## src/rtl/id_scoreboard_if.sv

```systemverilog
// Decode-stage scoreboard bus: decoder request, writeback retire, and scoreboard status.
interface id_scoreboard_if;
  logic        id_valid;
  logic [4:0]  ra1;
  logic [4:0]  ra2;
  logic        use1;
  logic        use2;
  logic        we3;
  logic [4:0]  wa3;
  logic        flush;
  logic        wb_valid;
  logic [4:0]  wb_wa3;
  logic        stall;
  logic        issue;
  logic [2:0]  inflight;
  logic [15:0] stall_cycles;
  logic        wb_err;

  modport master (
    output id_valid, ra1, ra2, use1, use2, we3, wa3, flush, wb_valid, wb_wa3,
    input  stall, issue, inflight, stall_cycles, wb_err
  );

  modport slave (
    input  id_valid, ra1, ra2, use1, use2, we3, wa3, flush, wb_valid, wb_wa3,
    output stall, issue, inflight, stall_cycles, wb_err
  );
endinterface

```

## src/rtl/id_scoreboard.sv

```systemverilog
// Register-write scoreboard for the decode stage: tracks pending destination registers,
// stalls on RAW/WAW hazards or write capacity, and counts stall cycles.
module id_scoreboard #(
  parameter int unsigned MAX_INFLIGHT = 4
) (
  input logic            clk,
  input logic            reset,
  id_scoreboard_if.slave bus
);

  localparam logic [2:0] MaxInflight = 3'(MAX_INFLIGHT);

  logic [31:0] pending_q, pending_d;
  logic [2:0]  inflight_q, inflight_d;
  logic [15:0] stall_cycles_q, stall_cycles_d;
  logic        wb_err_q, wb_err_d;

  logic hazard1, hazard2, waw, full;
  logic stall, issue;
  logic set_en, clr_en, wb_miss;

  // Hazards look only at registered pending state; a same-cycle writeback does not bypass.
  always_comb begin
    hazard1 = bus.use1 && (bus.ra1 != 5'd0) && pending_q[bus.ra1];
    hazard2 = bus.use2 && (bus.ra2 != 5'd0) && pending_q[bus.ra2];
    waw     = bus.we3 && (bus.wa3 != 5'd0) && pending_q[bus.wa3];
    full    = bus.we3 && (bus.wa3 != 5'd0) && (inflight_q == MaxInflight);
    stall   = bus.id_valid && !bus.flush && (hazard1 || hazard2 || waw || full);
    issue   = bus.id_valid && !bus.flush && !stall;
  end

  always_comb begin
    set_en  = issue && bus.we3 && (bus.wa3 != 5'd0);
    clr_en  = bus.wb_valid && (bus.wb_wa3 != 5'd0) && pending_q[bus.wb_wa3];
    wb_miss = bus.wb_valid && (bus.wb_wa3 != 5'd0) && !pending_q[bus.wb_wa3];

    pending_d = pending_q;
    if (clr_en) pending_d[bus.wb_wa3] = 1'b0;
    // Set after clear so a forced same-register set/clear leaves the bit set.
    if (set_en) pending_d[bus.wa3] = 1'b1;
    pending_d[0] = 1'b0;

    inflight_d = inflight_q;
    if (set_en && !clr_en && (inflight_q != MaxInflight)) begin
      inflight_d = inflight_q + 3'd1;
    end else if (clr_en && !set_en && (inflight_q != 3'd0)) begin
      inflight_d = inflight_q - 3'd1;
    end

    stall_cycles_d = stall_cycles_q;
    if (stall && (stall_cycles_q != 16'hFFFF)) stall_cycles_d = stall_cycles_q + 16'd1;

    wb_err_d = wb_err_q || wb_miss;
  end

  always_ff @(posedge clk) begin
    if (reset) begin
      pending_q      <= '0;
      inflight_q     <= '0;
      stall_cycles_q <= '0;
      wb_err_q       <= 1'b0;
    end else begin
      pending_q      <= pending_d;
      inflight_q     <= inflight_d;
      stall_cycles_q <= stall_cycles_d;
      wb_err_q       <= wb_err_d;
    end
  end

  assign bus.stall        = stall;
  assign bus.issue        = issue;
  assign bus.inflight     = inflight_q;
  assign bus.stall_cycles = stall_cycles_q;
  assign bus.wb_err       = wb_err_q;

endmodule

```

## src/flat_wrapper.sv

```systemverilog
// flat-port wrapper written by rule: the top's interface ports become plain ports
module id_scoreboard_flat 
#(
  parameter int unsigned MAX_INFLIGHT = 4
)
  (clk, reset, bus_id_valid, bus_ra1, bus_ra2, bus_use1, bus_use2, bus_we3, bus_wa3, bus_flush, bus_wb_valid, bus_wb_wa3, bus_stall, bus_issue, bus_inflight, bus_stall_cycles, bus_wb_err);
  id_scoreboard_if bus_i ();
  input logic clk;
  input logic reset;
  input wire logic [$bits(bus_i.id_valid)-1:0] bus_id_valid;
  input wire logic [$bits(bus_i.ra1)-1:0] bus_ra1;
  input wire logic [$bits(bus_i.ra2)-1:0] bus_ra2;
  input wire logic [$bits(bus_i.use1)-1:0] bus_use1;
  input wire logic [$bits(bus_i.use2)-1:0] bus_use2;
  input wire logic [$bits(bus_i.we3)-1:0] bus_we3;
  input wire logic [$bits(bus_i.wa3)-1:0] bus_wa3;
  input wire logic [$bits(bus_i.flush)-1:0] bus_flush;
  input wire logic [$bits(bus_i.wb_valid)-1:0] bus_wb_valid;
  input wire logic [$bits(bus_i.wb_wa3)-1:0] bus_wb_wa3;
  output wire logic [$bits(bus_i.stall)-1:0] bus_stall;
  output wire logic [$bits(bus_i.issue)-1:0] bus_issue;
  output wire logic [$bits(bus_i.inflight)-1:0] bus_inflight;
  output wire logic [$bits(bus_i.stall_cycles)-1:0] bus_stall_cycles;
  output wire logic [$bits(bus_i.wb_err)-1:0] bus_wb_err;
  assign bus_i.id_valid = bus_id_valid;
  assign bus_i.ra1 = bus_ra1;
  assign bus_i.ra2 = bus_ra2;
  assign bus_i.use1 = bus_use1;
  assign bus_i.use2 = bus_use2;
  assign bus_i.we3 = bus_we3;
  assign bus_i.wa3 = bus_wa3;
  assign bus_i.flush = bus_flush;
  assign bus_i.wb_valid = bus_wb_valid;
  assign bus_i.wb_wa3 = bus_wb_wa3;
  assign bus_stall = bus_i.stall;
  assign bus_issue = bus_i.issue;
  assign bus_inflight = bus_i.inflight;
  assign bus_stall_cycles = bus_i.stall_cycles;
  assign bus_wb_err = bus_i.wb_err;
  id_scoreboard #(.MAX_INFLIGHT(MAX_INFLIGHT)) u_core (.clk(clk), .reset(reset), .bus(bus_i));
endmodule
```

## config.mk

```make
export PLATFORM = sky130hd
export DESIGN_NAME = id_scoreboard_flat
export DESIGN_NICKNAME = d
export VERILOG_FILES = /design/src/rtl/id_scoreboard_if.sv /design/src/rtl/id_scoreboard.sv /design/src/flat_wrapper.sv
export SDC_FILE = /design/constraint.sdc
export NUM_CORES = 1
export LEC_CHECK = 0
export ABC_CLOCK_PERIOD_IN_PS = 10220
export BUFFER_PORTS_ARGS = -buffer_cell sky130_fd_sc_hd__buf_4
export CORE_MARGIN = 1
export CORE_UTILIZATION = 25
export DETAILED_ROUTE_END_ITERATION = 10
export SLEW_MARGIN = 20
export SYNTH_ARGS = -nofsm -noshare
export SYNTH_HDL_FRONTEND = slang
export SYNTH_SLANG_ARGS = --single-unit
```

## constraint.sdc

```tcl
create_clock -name clk -period 10.22 [get_ports clk]
set_input_delay 1.022 -clock clk [delete_from_list [all_inputs] [get_ports clk]]
set_output_delay 1.022 -clock clk [all_outputs]
set_load 0.005 [all_outputs]
```

Word-level counts from Yosys, hierarchy flattened
Cells that the tools add are included.
{ "totals": {"reg_bits": 52, "inputBits": 28, "out_inout_bits": 22, "elab_cells": 73} }
{ "op_classes": {"n_addsub": 3, "n_lt_le_gt_ge": 6, "n_eq_ne": 3, "mux": 16, "n_bitwise": 3, "reduce_logical": 37} }
{ "op_table": {"columns": ["cell", "n"], "rows": [
  ["$mux 32", 2],
  ["$and 32x32->32", 1],
  ["$not 32->32", 1],
  ["$or 32x32->32", 1],
  ["$lt 5x6->1 const B", 4],
  ["$logic_and 1x1->1", 22],
  ["$bmux 1 s5", 4],
  ["$reduce_bool 5->1", 4],
  ["$add 16x1->16 const B", 1],
  ["$ne 16x16->1 const B", 1],
  ["$demux 1 s5", 2],
  ["$ge 5x1->1 const B", 2],
  ["$mux 1", 6],
  ["$mux 3", 2],
  ["$logic_not 1->1", 5],
  ["$logic_or 1x1->1", 4],
  ["$add 3x1->3 const B", 1],
  ["$eq 3x3->1 const B", 1],
  ["$ne 3x3->1 const B", 1],
  ["$reduce_bool 3->1", 1],
  ["$sub 3x1->3 const B", 1],
  ["$reduce_bool 2->1", 1]
]} }

Longest topological paths before layout
Gate-level depths: netlist of the first run.
{ "logic_depth": {"ltp_word": 16, "mapped_depth": 16} }

Worst setup path before layout of the first run
OpenSTA, ideal clock, no wires.
{ "synth_path": {"path_type": "input-to-reg", "startpoint": "input bus_ra2[0]", "endpoint": "register u_core.inflight_q[2], in the netlist u_core.bus.inflight[2]", "setup_ps": 74, "arrival_ps": 4044, "slack_ps": 6102, "path_stages": 14, "cell_sequence": "buf_6 -> mux4_2 -> mux2i_1 -> nor2b_1 -> o311a_4 -> nor4_2 -> and4bb_1 -> buf_6 -> buf_2 -> nand2_1 -> fa_1 -> nand2b_1 -> mux2_2 -> a31oi_1"} }
{ "synth_via": {"elab_chain_cells": 15, "word_cells_on_any_way": 20, "classes_between": "mux: 3; reduce/logical: 17"} }
{ "synth_rtl": {"columns": ["element", "line", "text"], "rows": [
  ["from (decl)", "flat_wrapper.sv:12", "input wire logic [$bits(bus_i.ra2)-1:0] bus_ra2;"],
  ["$bmux 1 s5 or $reduce_bool 5->1 (tied branches)", "id_scoreboard.sv:25", "hazard2 = bus.use2 && (bus.ra2 != 5'd0) && pending_q[bus.ra2];"],
  ["$mux 1 (implied by the code) or $logic_and 1x1->1 (tied branches)", "id_scoreboard.sv:25", null],
  ["$logic_and 1x1->1 *", "id_scoreboard.sv:25", null],
  ["$logic_or 1x1->1 * (3 in a row)", "id_scoreboard.sv:28", "stall = bus.id_valid && !bus.flush && (hazard1 || hazard2 || waw || full);"],
  ["$logic_and 1x1->1 *", "id_scoreboard.sv:28", null],
  ["$logic_not 1->1 *", "id_scoreboard.sv:29", "issue = bus.id_valid && !bus.flush && !stall;"],
  ["$logic_and 1x1->1 *", "id_scoreboard.sv:29", null],
  ["$logic_and 1x1->1 * (2 in a row)", "id_scoreboard.sv:33", "set_en = issue && bus.we3 && (bus.wa3 != 5'd0);"],
  ["$logic_not 1->1", "id_scoreboard.sv:46", "end else if (clr_en && !set_en && (inflight_q != 3'd0)) begin"],
  ["$logic_and 1x1->1 (2 in a row)", "id_scoreboard.sv:46", null],
  ["$reduce_bool 2->1 (no source line)", null, null],
  ["to (signal assigned)", "id_scoreboard.sv:64", "inflight_q <= inflight_d;"],
  ["to (decl)", "id_scoreboard.sv:14", "logic [2:0] inflight_q, inflight_d;"]
]} }
Mark *: on every way between the ends. The rest lies on a longest branch, timed or not. The select of a mux whose other input is x is not followed.
A chain may end at the register's enable or synchronous reset.

Final worst setup path of the first run
Ends and elaborated chain as after synthesis.

==> flow_summary.json, run 1 <==
{
  "status": "complete, no violations",
  "synth_adder_area_share_pct": 0.906,
  "clk_path_buf_depth": 2,
  "syn_inst": 394,
  "start_kind": "input pin",
  "hold_viol": 0,
  "worst_slack_ps": 5920,
  "grt_pass1_wl_um": 17000,
  "path_max_fanout": 18,
  "path_class": "in -> reg",
  "stdcell_area_sq_mm": 0.00420,
  "area_growth_pct": 17.0,
  "rsz0062_at_grt": "false",
  "clock_skew_ps": 7.32,
  "port_buffers": 49,
  "multi_input_area_sq_mm": 0.00238,
  "p_seq_share_pct": 48.1,
  "overflow": 0,
  "fin_tns_setup_ps": 0,
  "r2r_start": "u_core.pending_q[15]",
  "post-cts-setup-buffers": 0,
  "start_util_pct": 25.8,
  "dpl-instance-area_sq_mm": 0.00405,
  "cts-buffers-inserted": 5,
  "drtIter0Drc": 207,
  "vdd_ir_drop_max_uv": 68.2,
  "endpoint_kind": "register",
  "period_share_pct": 42.0,
  "firstDrtPassIters": 4,
  "grt_max_degree": 31,
  "reg2reg_depth": 11,
  "synth_cell_type_count": 59,
  "power_density_mw_per_mm2": 100,
  "drc_errors": 0,
  "leakage_nw": 1.49,
  "synth_top_family_by_area": "multiplexers",
  "power_frac_clock_pct": 38.3,
  "hpwl_um": 7700,
  "fp.dieArea_sq_mm": 0.0148,
  "syn_area_per_cell_sq_um": 9.11,
  "switching_share_pct": 25.4,
  "async_reset_ff_share_pct": 0,
  "coreArea_sq_mm": 0.0139,
  "pwr-share-comb_pct": 13.6,
  "vias_per_cell": 5.64,
  "synth_mux_area_share_pct": 22.1,
  "drv_cap": 0,
  "cts.sinks": 51,
  "setup_viol": 0,
  "hold_ws_ps": 477,
  "synth-simple-area-share_pct": 21.0,
  "htreeDepth": 2,
  "synth_xor_area_share_pct": 2.93,
  "num_vias": 3395,
  "post_cts_resized": 0,
  "ys_seq_area_share_pct": 28.4,
  "fmax_mhz": 233,
  "synth_nets": 424,
  "p_sw_mw": 0.107,
  "regToRegEndpoint": "u_core.bus.inflight[2]",
  "tightest_slew_ps": 866,
  "fp.dieW_um": 122,
  "min_period_ps": 4300,
  "dieHeight_um": 122,
  "fillers": 1457,
  "final_nets": 452,
  "syn-cell-area_sq_mm": 0.00359,
  "rows": 43,
  "antenna_left": 0,
  "regArea_sq_mm": 0.00102,
  "track_usage_pct": 14.5,
  "dp_cells": 594,
  "clkTransAtPathRegs_ps": 70,
  "drive_above_1_share_pct": 22.3,
  "ys_ff_latch": 51,
  "synth_compound_area_share_pct": 19.4,
  "diodes": 0,
  "stdcell_count": 602,
  "layout_common_cells": "buf_4, dfxtp_1, o21ai_0, nor2_1, nand2_1",
  "antenna_found_initial": 0,
  "slew_headroom_pct": 42.2,
  "crit_end": "u_core.bus.inflight[2]",
  "ioPinCount": 50,
  "synth_warnings": 0,
  "ctsHoldBuffers": 0,
  "dp_slack_ps": 5580,
  "synth-edff-count": 0,
  "intPower_mw": 0.314,
  "arrival_ps": 4510,
  "avgRoutedWirePerCell_um": 17.4,
  "gp_congestion": 0.879,
  "cts_tree": "done",
  "cp.required_ps": 10430,
  "ff2ff_setup_slack_ps": 6530,
  "clock_latency_ps": 290,
  "grt_pass1_vias": 3258,
  "cp-startpoint": "bus_ra2[0]",
  "hold_class": "reg -> reg",
  "maxSlewViolCount": 0,
  "wirelength_um": 10500,
  "synth_ff_type": "dfxtp_1",
  "cts-root-buf": "clkbuf_16"
}
[cell type report]
cell class | count | area share [%]
clock buffers | 5 | 2.98
clock inverters | 2 | 0.328
inverters | 12 | 1.07
multi-input cells | 300 | 56.7
flip-flops and latches | 51 | 24.3
well taps | 180 | 5.36
repair buffers | 52 | 9.29
[metal layers]
layer  part of all wire (%)  vias to the layer above  global-route usage [%]
met5                      0                        -                       0
met3                     10                       14                    3.89
met1                     44                     1639                    19.5
li1                       -                     1578                       -
met2                     45                      164                    22.7
met4                    1.2                        0                    3.86
[sequential cells by signal, summed over array words and instances, names as in the netlist]
| register | cells |
|---|---|
| u_core.pending_q | 31 |
| u_core.bus.stall_cycles | 16 |
| u_core.bus.inflight | 3 |
| u_core.bus.wb_err | 1 |
[kinds of logic after synthesis]
logic type / after synthesis
XOR/XNOR: 12
multiplexers: 51
adder cells (fa/ha/maj): 2
buffers and inverters: 43
flip-flops: 51
AO/OA/AOI/OAI: 100
AND/OR/NAND/NOR: 135
[how the worst min path moves through the flow]
stage                                  from                end  slack (ps)  cells past startpoint
after floorplan           u_core.bus.wb_err  u_core.bus.wb_err         460                      1
after global placement    u_core.bus.wb_err  u_core.bus.wb_err         460                      1
after detailed placement  u_core.bus.wb_err  u_core.bus.wb_err         470                      1
after CTS                 u_core.bus.wb_err  u_core.bus.wb_err         490                      1
after global routing      u_core.bus.wb_err  u_core.bus.wb_err         500                      1
final                     u_core.bus.wb_err  u_core.bus.wb_err         480                      1
[metrics by stage]
| step | utilization (%) | power (mW) |
|---|---|---|
| 3_5_place_dp | 29.1 | 0.263 |
| 2_1_floorplan | - | 0.244 |
| 6_report | 30.1 | 0.420 |
| 5_1_grt | 30.1 | 0.439 |
| 3_3_place_gp | 29.1 | 0.262 |
| 4_1_cts | 30.1 | 0.425 |
[cell usage after synthesis (3+ instances only)]
| master | n | area share [%] |
|---|---|---|
| mux2_2 | 8 | 2.5 |
| clkbuf_1 | 20 | 2.1 |
| mux4_2 | 19 | 12 |
| nor2_1 | 23 | 2.4 |
| o21ai_0 | 36 | 5.0 |
| nand2_1 | 23 | 2.4 |
| nand3b_1 | 7 | 1.5 |
| nor2b_1 | 11 | 1.9 |
| nand3_1 | 22 | 3.1 |
| a41oi_1 | 3 | 0.73 |
| o22ai_1 | 4 | 0.70 |
| dfxtp_1 | 51 | 28 |
| a31oi_1 | 3 | 0.52 |
| mux2i_1 | 21 | 5.9 |
| o311ai_0 | 15 | 3.7 |
| buf_2 | 7 | 0.98 |
| a21oi_1 | 13 | 1.8 |
| nor4_1 | 4 | 0.70 |
| or4_1 | 3 | 0.63 |
| inv_1 | 12 | 1.3 |
| nor3_1 | 8 | 1.1 |
| o211ai_1 | 10 | 2.1 |
| or3b_2 | 3 | 0.73 |
| o31ai_1 | 3 | 0.63 |
| nor3b_1 | 5 | 1.0 |
| and3_1 | 4 | 0.70 |
| or3_1 | 6 | 1.0 |
| xnor2_1 | 10 | 2.4 |
[worst max-delay path, stage by stage]
cell and delay, ps:
buf_4 180, mux4_2 530, mux2i_1 150, nor2b_1 70, o311a_4 390, nor4_2 290, and4bb_1 650, nand2_1 140
fa_1 460, nor4_1 340, mux2i_1 130, a31oi_1 150
[power by group through the flow]
| stage | clock network [mW] | registers [mW] | logic (mW) |
|---|---|---|---|
| global placement | 0 | 0.207 | 0.0558 |
| detailed placement | 0 | 0.207 | 0.0567 |
| floorplan | 0 | 0.206 | 0.0374 |
| finish | 0.161 | 0.202 | 0.0570 |
| global route | 0.174 | 0.202 | 0.0620 |
| CTS | 0.166 | 0.202 | 0.0569 |
No activity file was read; power rests on OpenSTA's default activity.
==> run 2, diff against run 1 <==
--- a/config.mk
+++ b/config.mk
@@ -5,7 +5,7 @@
 export SDC_FILE = /design/constraint.sdc
 export NUM_CORES = 1
 export LEC_CHECK = 0
-export ABC_CLOCK_PERIOD_IN_PS = 10220
+export ABC_CLOCK_PERIOD_IN_PS = 3900
 export BUFFER_PORTS_ARGS = -buffer_cell sky130_fd_sc_hd__buf_4
 export CORE_MARGIN = 1
 export CORE_UTILIZATION = 25
==> constraint.sdc (replaced) <==
create_clock -name clk -period 3.9 [get_ports clk]
set_input_delay 0.39 -clock clk [delete_from_list [all_inputs] [get_ports clk]]
set_output_delay 0.39 -clock clk [all_outputs]
set_load 0.005 [all_outputs]
==> flow_summary.json, run 2 (synthesized netlist as in run 1, its figures left out) <==
{
  "firstDrtPassIters": 5,
  "htreeDepth": 2,
  "clock_skew_ps": 8.52,
  "clock_latency_ps": 290,
  "status": "complete, no violations",
  "final_nets": 455,
  "grt_max_degree": 31,
  "largest_reg_flops": 31,
  "path_class": "reg -> reg",
  "avgRoutedWirePerCell_um": 18.6,
  "slew_headroom_pct": 46.0,
  "p_seq_share_pct": 43.7,
  "period_share_pct": 82.3,
  "drc_errors": 0,
  "leakage_nw": 1.52,
  "clk_path_buf_depth": 2,
  "vdd_ir_drop_max_uv": 240,
  "ioPinCount": 50,
  "fin_tns_setup_ps": 0,
  "cts.sinks": 51,
  "cp.required_ps": 4110,
  "intPower_mw": 0.911,
  "wirelength_um": 11300,
  "arrival_ps": 3420,
  "start_util_pct": 25.8,
  "drv_cap": 0,
  "mostFrequentLayoutCell": "buf_4",
  "tightest_slew_ps": 808,
  "overflow": 0,
  "p_sw_mw": 0.300,
  "vias_per_cell": 5.61,
  "track_usage_pct": 15.3,
  "path_max_fanout": 5,
  "hpwl_um": 8150,
  "diodes": 0,
  "post-cts-setup-buffers": 0,
  "switching_share_pct": 24.8,
  "hold_class": "reg -> reg",
  "fp.dieW_um": 122,
  "pwr-share-comb_pct": 12.6,
  "area_growth_pct": 18.7,
  "rows": 43,
  "grt_pass1_vias": 3356,
  "gp_congestion": 0.909,
  "cts_tree": "done",
  "post_cts_resized": 0,
  "setup_viol": 0,
  "max_flop_register": "u_core.pending_q",
  "dp_cells": 598,
  "fillers": 1433,
  "num_vias": 3400,
  "dieHeight_um": 122,
  "fp.dieArea_sq_mm": 0.0148,
  "fmax_mhz": 312,
  "antenna_left": 0,
  "maxSlewViolCount": 0,
  "grt_pass1_wl_um": 17700,
  "layout_common_cells": "buf_4, dfxtp_1, o21ai_0, nor2_1, nand2_1",
  "power_density_mw_per_mm2": 284,
  "port_buffers": 49,
  "ctsHoldBuffers": 0,
  "min_period_ps": 3210,
  "fin_util_pct": 30.6,
  "start_kind": "register",
  "cts-buffers-inserted": 5,
  "rsz0062_at_grt": "false",
  "drive_above_1_share_pct": 23.0,
  "power_frac_clock_pct": 43.6,
  "cts-root-buf": "clkbuf_16",
  "coreArea_sq_mm": 0.0139,
  "endpoint_kind": "register",
  "stdcell_count": 606,
  "drtIter0Drc": 191,
  "hold_viol": 0,
  "antenna_found_initial": 0,
  "clkTransAtPathRegs_ps": 70
}
[run 2: power by group through the flow]
| stage | Clock [mW] | Sequential, mW | Combinational, mW |
|---|---|---|---|
| floorplan | 0 | 0.541 | 0.0979 |
| global placement | 0 | 0.542 | 0.147 |
| detailed placement | 0 | 0.542 | 0.152 |
| CTS | 0.533 | 0.530 | 0.152 |
| global route | 0.556 | 0.531 | 0.165 |
| finish | 0.529 | 0.530 | 0.153 |
[run 2: critical path, cell delays in order, from the launching register on]
cell and delay (ps):
dfxtp_1 370, mux4_2 490, mux2i_1 150, nor2b_1 70
o311a_4 390, nor4_2 290, and4bb_1 250, nand2_1 70
fa_1 440, nand2b_1 180, mux2_2 270, a31oi_1 160
[run 2: worst paths after layout]
path                            cells after the start                endpoint  slack (ps)                  from
worst max-delay path                               11  u_core.bus.inflight[2]         690  u_core.pending_q[15]
worst max register to register                     11  u_core.bus.inflight[2]         690  u_core.pending_q[15]
worst min register to register                      1       u_core.bus.wb_err         470     u_core.bus.wb_err
worst min-delay path                                1       u_core.bus.wb_err         470     u_core.bus.wb_err
[run 2: area by class of cell]
cell class	instances	area [sq um]	share of cell area (%)
multi-input cells	300	2380	55.8
clock buffers	6	139	3.26
clock inverters	2	38.8	0.910
flip-flops and latches	51	1020	24.0
repair buffers	55	413	9.69
well taps	180	225	5.28
inverters	12	45.0	1.06
[run 2: metal layers]
layer,routed length [um],vias to the layer above,track usage [%]
li1,-,1583,-
met4,165,0,4.63
met1,4850,1641,20.5
met3,1080,16,3.46
met2,5160,160,24.2
met5,0,-,0
[run 2: per-stage QoR]
step | power, mW | instance area, sq um | hold slack, ps | setup WS (ps)
floorplan | 0.639 | 3590 | 464 | 414
global placement | 0.689 | 4080 | 460 | 550
detailed placement | 0.693 | 4080 | 464 | 444
CTS | 1.21 | 4260 | 478 | 688
global route | 1.25 | 4260 | 495 | 513
finish | 1.21 | 4260 | 475 | 692
==> run 3, diff against run 2 <==
--- a/config.mk
+++ b/config.mk
@@ -5,7 +5,7 @@
 export SDC_FILE = /design/constraint.sdc
 export NUM_CORES = 1
 export LEC_CHECK = 0
-export ABC_CLOCK_PERIOD_IN_PS = 3900
+export ABC_CLOCK_PERIOD_IN_PS = 3300
 export BUFFER_PORTS_ARGS = -buffer_cell sky130_fd_sc_hd__buf_4
 export CORE_MARGIN = 1
 export CORE_UTILIZATION = 25
==> constraint.sdc (replaced) <==
create_clock -name clk -period 3.3 [get_ports clk]
set_input_delay 0.33 -clock clk [delete_from_list [all_inputs] [get_ports clk]]
set_output_delay 0.33 -clock clk [all_outputs]
set_load 0.005 [all_outputs]
==> flow_summary.json, run 3 (synthesized netlist as in run 1, its figures left out) <==
{
  "clock_skew_ps": 9.37,
  "coreArea_sq_mm": 0.0139,
  "overflow": 0,
  "reg2reg_depth": 10,
  "rsz0062_at_grt": "false",
  "clock_latency_ps": 290,
  "cp_num_buf_inv": 1,
  "endpoint_kind": "register",
  "slew_headroom_pct": 49.2,
  "path_delay_family": "simple AND/OR/NAND/NOR gates",
  "cts_tree": "done",
  "min_from": "reset",
  "grt_pass1_vias": 3366,
  "area_growth_pct": 20.0,
  "diodes": 0,
  "vias_per_cell": 5.67,
  "htreeDepth": 2,
  "layout_common_cells": "buf_4, dfxtp_1, o21ai_0, nor2_1, nand2_1",
  "drv_cap": 0,
  "grt_max_degree": 30,
  "post_cts_resized": 0,
  "cts.sinks": 51,
  "path_max_fanout": 5,
  "setup_viol": 0,
  "start_util_pct": 25.8,
  "vdd_ir_drop_max_uv": 206,
  "arrival_ps": 3300,
  "ctsHoldBuffers": 0,
  "hold_viol": 0,
  "track_usage_pct": 15.3,
  "clkTransAtPathRegs_ps": 70,
  "status": "complete, no violations",
  "max_flop_register": "u_core.pending_q",
  "min_period_ps": 3100,
  "drtIter0Drc": 210,
  "mostFrequentLayoutCell": "buf_4",
  "crit_chain": "mux4_2 -> and3_1 -> or4_1 -> o21ai_1 -> buf_4 -> nand2_1 -> fa_2 -> nand2b_1 -> mux2_2 -> a31oi_1",
  "power_density_mw_per_mm2": 305,
  "avgRoutedWirePerCell_um": 18.0,
  "port_buffers": 49,
  "path_class": "reg -> reg",
  "grt_pass1_wl_um": 17900,
  "ff2ff_setup_slack_ps": 200,
  "cp.required_ps": 3510,
  "fp.dieW_um": 122,
  "firstDrtPassIters": 4,
  "tightest_slew_ps": 760,
  "post-cts-setup-buffers": 0,
  "dieHeight_um": 122,
  "period_share_pct": 93.9,
  "critical-path-max-stage-delay_ps": 530,
  "gp_congestion": 0.846,
  "cts-root-buf": "clkbuf_16",
  "r2r_start": "u_core.pending_q[9]",
  "fp.dieArea_sq_mm": 0.0148,
  "fin_util_pct": 30.9,
  "drc_errors": 0,
  "num_vias": 3484,
  "hold_class": "in -> reg",
  "power_mw": 1.31,
  "drive_above_1_share_pct": 26.0,
  "wirelength_um": 11100,
  "start_kind": "register",
  "largest_reg_flops": 31,
  "final_nets": 464,
  "rows": 43,
  "crit_path_top_delay_cell": "or4_1",
  "leakage_nw": 1.55,
  "ioPinCount": 50,
  "regToRegEndpoint": "u_core.bus.inflight[2]",
  "hold_ws_ps": 418,
  "hpwl_um": 8250,
  "fmax_mhz": 323,
  "antenna_left": 0,
  "hold_depth": 2,
  "maxSlewViolCount": 0,
  "hold_path_end": "u_core.bus.stall_cycles[6]",
  "cts-buffers-inserted": 5,
  "antenna_found_initial": 0,
  "clk_path_buf_depth": 2
}
-- run 3: changes by cell type in the layout (fill, tap and decap cells not counted), sizes merged --
cell	previous run	this run
bufinv	1	0
inv	13	12
buf	55	64
clkinv	0	2
clkbuf	6	5
-- run 3: layout make-up --
type	count	area, sq um
Clock buffer	5	125
Sequential cell	51	1030
Fill cell	1459	9630
Multi-Input combinational cell	300	2390
Timing Repair Buffer	64	480
Tap cell	180	225
Inverter	12	45.0
Clock inverter	2	13.8
-- run 3: stage by stage --
| stage | setup TNS [ps] | worst slack, ps | cell area, sq um | instances |
|---|---|---|---|---|
| CTS | 0 | 132 | 4290 | 614 |
| floorplan | 0 | 8.20 | 3600 | 394 |
| global route | 0 | 50.3 | 4310 | 614 |
| finish | 0 | 202 | 4310 | 614 |
| detailed placement | -19.3 | -19.3 | 4150 | 607 |
| global placement | 0 | 26.4 | 4150 | 607 |
-- run 3: power by group --
| part | switching, mW | leakage [nW] | internal [mW] |
|---|---|---|---|
| Clock | 0.224 | 0.0696 | 0.277 |
| Combinational | 0.106 | 1.07 | 0.0791 |
| Sequential | 0.00714 | 0.414 | 0.620 |
| Total | 0.337 | 1.55 | 0.976 |
-- run 3: worst register-to-register path, stage by stage (launching register included) --
cell,delay [ps]
dfxtp_1,370
mux4_2,480
and3_1,210
or4_1,530
o21ai_1,220
buf_4,150
nand2_1,70
fa_2,400
nand2b_1,170
mux2_2,270
a31oi_1,160
-- run 3: worst max-delay path by stage --
| stage | cells past startpoint | start | endpoint |
|---|---|---|---|
| 2_1_floorplan | 14 | bus_ra2[0] | u_core.bus.inflight[2] |
| 3_3_place_gp | 11 | bus_wb_wa3[0] | u_core.bus.inflight[2] |
| 3_5_place_dp | 11 | bus_wb_wa3[0] | u_core.bus.inflight[2] |
| 4_1_cts | 10 | u_core.pending_q[11] | u_core.bus.inflight[2] |
| 5_1_grt | 10 | u_core.pending_q[29] | u_core.bus.inflight[2] |
| 6_report | 10 | u_core.pending_q[9] | u_core.bus.inflight[2] |
-- run 3: routing by layer --
layer	vias to the layer above	global-route usage, %	routed length, um
met3	12	3.14	1070
met1	1723	20.9	4830
li1	1597	-	-
met5	-	0	0
met2	152	24.3	5060
met4	0	3.94	120
